$ cat src/rtl/counter_sequencer_pkg.sv
// -----------------------------------------------------------------------------
// counter_seq_pkg
// Shared definitions for the counter sequencer slice:
//   - command opcode encodings carried on cmd_op
//   - controller state enumeration
//   - bit positions of the START command flags inside cmd_data
// -----------------------------------------------------------------------------
package counter_seq_pkg;

  // Command opcodes
  localparam logic [1:0] OP_SET_LIMIT    = 2'b00;
  localparam logic [1:0] OP_SET_PRESCALE = 2'b01;
  localparam logic [1:0] OP_START        = 2'b10;
  localparam logic [1:0] OP_STOP         = 2'b11;

  // Controller states
  typedef enum logic [1:0] {
    ST_IDLE = 2'b00,
    ST_RUN  = 2'b01,
    ST_DONE = 2'b10
  } state_t;

  // START flag positions within cmd_data
  localparam int START_ONE_SHOT_BIT = 0;
  localparam int START_CLEAR_BIT    = 1;

endpackage

$ cat src/rtl/counter_sequencer_prescaler.sv
// -----------------------------------------------------------------------------
// tick_prescaler
// Divides the clock into a count-enable tick: while enabled, the internal
// counter runs 0..P and the tick fires on the cycle it reaches P, after which
// the counter returns to 0. One tick every P+1 enabled clocks.
// Ports:
//   clk, rst_n   clock, asynchronous active-low reset
//   i_prescale   divide value P
//   i_restart    force the counter back to 0 (START accepted)
//   i_enable     counter advances only while high; holds otherwise
//   o_tick       decoded from registered count and registered prescale
// -----------------------------------------------------------------------------
module tick_prescaler
  import counter_seq_pkg::*;
#(
  parameter int PRE_W = 8
) (
  input  logic             clk,
  input  logic             rst_n,
  input  logic [PRE_W-1:0] i_prescale,
  input  logic             i_restart,
  input  logic             i_enable,
  output logic             o_tick
);

  logic [PRE_W-1:0] r_pre_cnt;

  // >= rather than == so that lowering P below the current count ticks on
  // the very next cycle instead of running all the way round the modulus.
  assign o_tick = i_enable & (r_pre_cnt >= i_prescale);

  // Prescale counter: restart wins, then wrap on tick, then advance.
  always_ff @(posedge clk or negedge rst_n) begin
    if (!rst_n) begin
      r_pre_cnt <= {PRE_W{1'b0}};
    end else if (i_restart) begin
      r_pre_cnt <= {PRE_W{1'b0}};
    end else if (o_tick) begin
      r_pre_cnt <= {PRE_W{1'b0}};
    end else if (i_enable) begin
      r_pre_cnt <= r_pre_cnt + PRE_W'(1);
    end else begin
      r_pre_cnt <= r_pre_cnt;
    end
  end

endmodule

$ cat src/rtl/counter_sequencer.sv
// -----------------------------------------------------------------------------
// counter_sequencer
// Command-driven controller for the up-counter datapath. Sequences start,
// stop and resume, applies a programmable prescaled count enable and a
// programmable terminal value, and reports wrap / one-shot completion.
// Ports:
//   clk, rst_n     clock, asynchronous active-low reset
//   i_cmd_valid    command present
//   o_cmd_ready    command accepted when valid & ready at posedge (low in DONE)
//   i_cmd_op       00 SET_LIMIT, 01 SET_PRESCALE, 10 START, 11 STOP
//   i_cmd_data     SET_*: value; START: bit0 one_shot, bit1 clear
//   o_count        current counter value
//   o_running      high while in RUN
//   o_wrap         1-cycle pulse on free-run terminal tick (count L->0)
//   o_done         1-cycle pulse on one-shot terminal tick
// -----------------------------------------------------------------------------
module counter_sequencer
  import counter_seq_pkg::*;
#(
  parameter int               WIDTH       = 8,
  parameter int               PRE_W       = 8,
  parameter logic [WIDTH-1:0] RESET_LIMIT = {WIDTH{1'b1}}
) (
  input  logic             clk,
  input  logic             rst_n,
  input  logic             i_cmd_valid,
  output logic             o_cmd_ready,
  input  logic [1:0]       i_cmd_op,
  input  logic [7:0]       i_cmd_data,
  output logic [WIDTH-1:0] o_count,
  output logic             o_running,
  output logic             o_wrap,
  output logic             o_done
);

  state_t           r_state;
  logic [WIDTH-1:0] r_count;
  logic [WIDTH-1:0] r_limit;
  logic [WIDTH-1:0] r_shadow_limit;
  logic [PRE_W-1:0] r_prescale;
  logic             r_one_shot;
  logic             r_running;
  logic             r_wrap;
  logic             r_done;
  logic             r_cmd_ready;

  logic             w_accept;
  logic             w_op_set_limit;
  logic             w_op_set_prescale;
  logic             w_op_start;
  logic             w_op_stop;
  logic             w_enable;
  logic             w_tick;
  logic [WIDTH-1:0] w_cmd_value;
  logic [WIDTH-1:0] w_shadow_next;

  assign w_accept          = i_cmd_valid & r_cmd_ready;
  assign w_op_set_limit    = w_accept & (i_cmd_op == OP_SET_LIMIT);
  assign w_op_set_prescale = w_accept & (i_cmd_op == OP_SET_PRESCALE);
  assign w_op_start        = w_accept & (i_cmd_op == OP_START);
  assign w_op_stop         = w_accept & (i_cmd_op == OP_STOP);
  assign w_cmd_value       = WIDTH'(i_cmd_data);

  // A STOP freezes the prescaler in the same cycle so pre_cnt holds.
  assign w_enable = (r_state == ST_RUN) & ~w_op_stop;

  // A SET_LIMIT landing on a wrap cycle is picked up by that same wrap.
  assign w_shadow_next = w_op_set_limit ? w_cmd_value : r_shadow_limit;

  tick_prescaler #(
    .PRE_W(PRE_W)
  ) u_prescaler (
    .clk       (clk),
    .rst_n     (rst_n),
    .i_prescale(r_prescale),
    .i_restart (w_op_start),
    .i_enable  (w_enable),
    .o_tick    (w_tick)
  );

  // Controller FSM with limit/shadow/prescale registers, count and event pulses.
  always_ff @(posedge clk or negedge rst_n) begin
    if (!rst_n) begin
      r_state        <= ST_IDLE;
      r_count        <= {WIDTH{1'b0}};
      r_limit        <= RESET_LIMIT;
      r_shadow_limit <= RESET_LIMIT;
      r_prescale     <= {PRE_W{1'b0}};
      r_one_shot     <= 1'b0;
      r_running      <= 1'b0;
      r_wrap         <= 1'b0;
      r_done         <= 1'b0;
      r_cmd_ready    <= 1'b1;
    end else begin
      r_wrap         <= 1'b0;
      r_done         <= 1'b0;
      r_shadow_limit <= w_shadow_next;
      if (w_op_set_prescale) begin
        r_prescale <= PRE_W'(i_cmd_data);
      end
      case (r_state)
        ST_IDLE, ST_RUN: begin
          r_cmd_ready <= 1'b1;
          if (w_op_set_limit && (r_state == ST_IDLE)) begin
            r_limit <= w_cmd_value;
          end
          if (w_op_start) begin
            // START and STOP win over a coincident tick; SET_* do not.
            r_state    <= ST_RUN;
            r_running  <= 1'b1;
            r_one_shot <= i_cmd_data[START_ONE_SHOT_BIT];
            if (i_cmd_data[START_CLEAR_BIT]) begin
              r_count <= {WIDTH{1'b0}};
            end
          end else if (w_op_stop) begin
            r_state   <= ST_IDLE;
            r_running <= 1'b0;
          end else if (w_tick) begin
            if (r_count != r_limit) begin
              // Also covers count above limit: rolls over 2**WIDTH-1 -> 0 silently.
              r_count <= r_count + WIDTH'(1);
            end else if (r_one_shot) begin
              r_done      <= 1'b1;
              r_state     <= ST_DONE;
              r_running   <= 1'b0;
              r_cmd_ready <= 1'b0;
            end else begin
              r_count <= {WIDTH{1'b0}};
              r_wrap  <= 1'b1;
              r_limit <= w_shadow_next;
            end
          end
        end
        ST_DONE: begin
          r_state     <= ST_IDLE;
          r_running   <= 1'b0;
          r_cmd_ready <= 1'b1;
        end
        default: begin
          r_state     <= ST_IDLE;
          r_running   <= 1'b0;
          r_cmd_ready <= 1'b1;
        end
      endcase
    end
  end

  assign o_cmd_ready = r_cmd_ready;
  assign o_count     = r_count;
  assign o_running   = r_running;
  assign o_wrap      = r_wrap;
  assign o_done      = r_done;

endmodule

$ cat config.mk
export PLATFORM = sky130hd
export DESIGN_NAME = counter_sequencer
export DESIGN_NICKNAME = d
export VERILOG_FILES = /design/src/rtl/counter_sequencer_pkg.sv /design/src/rtl/counter_sequencer_prescaler.sv /design/src/rtl/counter_sequencer.sv
export SDC_FILE = /design/constraint.sdc
export NUM_CORES = 1
export LEC_CHECK = 0
export CAP_MARGIN = 5
export CORE_MARGIN = 2
export CORE_UTILIZATION = 51
export DETAILED_ROUTE_END_ITERATION = 12
export PLACE_DENSITY_LB_ADDON = 0.08
export SLEW_MARGIN = 20
export SYNTH_ARGS = -nofsm -noshare
export SYNTH_HDL_FRONTEND = slang
export SYNTH_SLANG_ARGS = --single-unit
$ cat constraint.sdc
create_clock -name clk -period 2.1 [get_ports clk]
set_input_delay 0.42 -clock clk [delete_from_list [all_inputs] [get_ports clk]]
set_output_delay 0.42 -clock clk [all_outputs]
set_load 0.02 [all_outputs]
==> out/metrics.cfg <==
[routing]
drt_iter0_drc=69
drt_pass1_iterations=4
vias=1863
drc=0
drt_wl_total_mm=5.354
wl_per_cell_um=15.56
antenna_left=0
avgViaCountPerCell=5.416

[sta]
drv_slew=0
max_freq_mhz=456.9
hold_violations=0
rsz0062_at_grt=true
finalSetupTns_ps=-358.0
clock_skew_ps=11.84
min_period_ps=2189
tightest_slew_ps=442.3
layout_setup_ws_ps=-88.53
finalSetupViolCount=7
slew_headroom_pct=70.51
finalCritPeriodShare_pct=104.2

[hold_path]
hold_path_class=primary input to asynchronous set/reset pin

[floorplanning]
coreArea_um2=4444
die_h_um=72.54
ioPinCount=25
die_w_um=72.54
start_util_pct=53.91
die-area_um2=5262
num_rows=24

[clock_network]
numCtsBuffers=5
clock_latency_ps=300
cts_hold_buf=0
cts-root-buf=clkbuf_8
cts.path.max_buffers=2
cts_tree=built
clk_pin_slew_ps=100
cts_num_sinks=46
h-tree-depth=2

[synthesis]
synth_edf_count=0
synthArstFlopShare_pct=100.0
synth_cell_types=42
syn_area_per_cell_um2=10.70
synth-seq-cells=46
synth_top_cell_by_area=dfrtp_1
syn_inst=224
synth_area_leaders=dfrtp_1 30%, dfstp_2 19%, ha_1 5.2%, mux2_2 4.7%, inv_1 4.4%
synth_seq_area_share_pct=48.93
synthFlopType=dfrtp_1
synthSimpleGateAreaFrac_pct=15.40
synth_top_area_share_pct=30.29
synth_fa_ha_area_share_pct=5.222
synth_nets=247
synth-compound-area-share_pct=12.38
synth_top_family_by_area=simple AND/OR/NAND/NOR gates
synth_area_um2=2396
synthMuxAreaShare_pct=8.042
synth_xor_area_share_pct=4.752
ys_warn_count=0

[placed_design]
io_buffers=24
place.gp.congestion=0.8732
hpwl_mm=3.758

[worst_setup_path]
cp.arrival_ps=2380
reg2reg_depth=9
criticalPathCategory=register to register
cp_cell_sequence=ha_1, o21a_1, nor2_1, o31a_2, buf_6, o21ai_4, o211ai_4, buf_4, o31a_1
endpoint_kind=register
crit_path_top_delay_cell=dfrtp_1
critPathRequiredTime_ps=2290
crit_path_max_incr_delay_ps=420
startpoint_type=register
cp_max_fo=5

[grt]
grt.overflow.total=0
antenna_found_initial=0
grt_pass1_vias=1906
grt_usage_pct=21.43
grt_max_degree=22
grt_pass1_wl_mm=8.631

[final_layout]
syn_to_final_growth_pct=35.30
fill_cells=329
n_antenna_cell=0
final_common_cell=buf_4
nets=314
drive_gt1_share_pct=33.56
utilization_pct=72.94
final_cell_mix=33 x buf_4, 29 x dfrtp_1, 28 x inv_1

[flow_run]
drv_cap=0

[run_status]
outcome=complete, but fails checks
violations=setup timing

[power_and_ir_drop]
max-vdd-ir-drop_v=0.0005004
power_density_nw_per_um2=796.6
total_leakage_power_nw=1.515
design_power_total_mw=2.582

## kinds of logic after synthesis
kind of cell | Yosys count
AND/OR/NAND/NOR | 67
adder cells (fa/ha/maj) | 10
multiplexers | 18
flip-flops | 46
buffers and inverters | 31
AO/OA/AOI/OAI | 39
XOR/XNOR | 13
## repair_timing
item	4_1_cts	5_1_grt
buffers inserted	3	3
pin swaps	2	5
gates cloned	0	0
gates resized for setup	13	8
setup endpoints to repair	16	18
## synthesized netlist by cell type, types with 3 or more instances
cell / count
dfrtp_1: 29
inv_1: 28
nor2_1: 21
dfstp_2: 17
xor2_1: 12
nand2_1: 11
ha_1: 10
mux2_2: 10
a221oi_1: 8
mux2i_1: 8
o21ai_0: 7
a21oi_1: 6
and3_1: 6
nand3_1: 4
nand4_1: 4
o22a_1: 4
nand2b_1: 3
nor2b_1: 3
or3_1: 3
## cell type report
cell class | count | area, µm² | area share [%]
Sequential cell | 46 | 1172 | 36.16
Timing Repair Buffer | 63 | 568.0 | 17.52
Clock inverter | 2 | 37.54 | 1.158
Inverter | 28 | 105.1 | 3.242
Clock buffer | 6 | 72.57 | 2.239
Multi-Input combinational cell | 147 | 1221 | 37.67
Tap cell | 52 | 65.06 | 2.007
## per-layer routing
metal / track usage [%] / routed length, µm
met5: 0 / 0
met4: 6.790 / 57
met3: 2.917 / 163
met2: 35.96 / 2660
met1: 28.84 / 2473
## critical path, delay by kind of cell (launching register included)
family | cells | cell delay (ps)
compound gates | 5 | 1020
flops | 1 | 420
buf+inv | 2 | 300
simple gates | 1 | 40
fa+ha+maj | 1 | 290
## worst paths after layout
kind	start	endpoint	slack [ps]
worst max-delay path	u_prescaler.r_pre_cnt[2]	o_count[7]	-90
worst min-delay path	rst_n	u_prescaler.r_pre_cnt[6]	40
worst max register to register	u_prescaler.r_pre_cnt[2]	o_count[7]	-90
worst min register to register	r_limit[6]	r_limit[6]	500
max in group asynchronous	rst_n	r_limit[0]	1410
min in group clk	r_limit[6]	r_limit[6]	500
## where the power goes
part | switching [mW] | internal (mW)
Sequential | 0.100 | 1.08
Combinational | 0.343 | 0.391
Clock | 0.317 | 0.356
Total | 0.760 | 1.82
## state kept, by name, summed over array words and instances, names as in the netlist
register / flops
r_prescale: 8
r_limit: 8
r_one_shot: 1
r_state: 2
u_prescaler.r_pre_cnt: 8
o_cmd_ready: 1
r_shadow_limit: 8
o_wrap: 1
o_count: 8
o_done: 1
## stage by stage
step	instance area [µm²]	cells	setup WS [ps]	hold slack (ps)
2_1_floorplan	2412	224	-55.16	124.4
3_3_place_gp	2964	331	-141.9	393.6
3_5_place_dp	2964	331	-155.3	386.7
4_1_cts	3167	342	-110.7	53.49
5_1_grt	3242	344	-161.6	64.96
6_report	3242	344	-88.53	41.19
No activity file was read; power rests on OpenSTA's default activity.
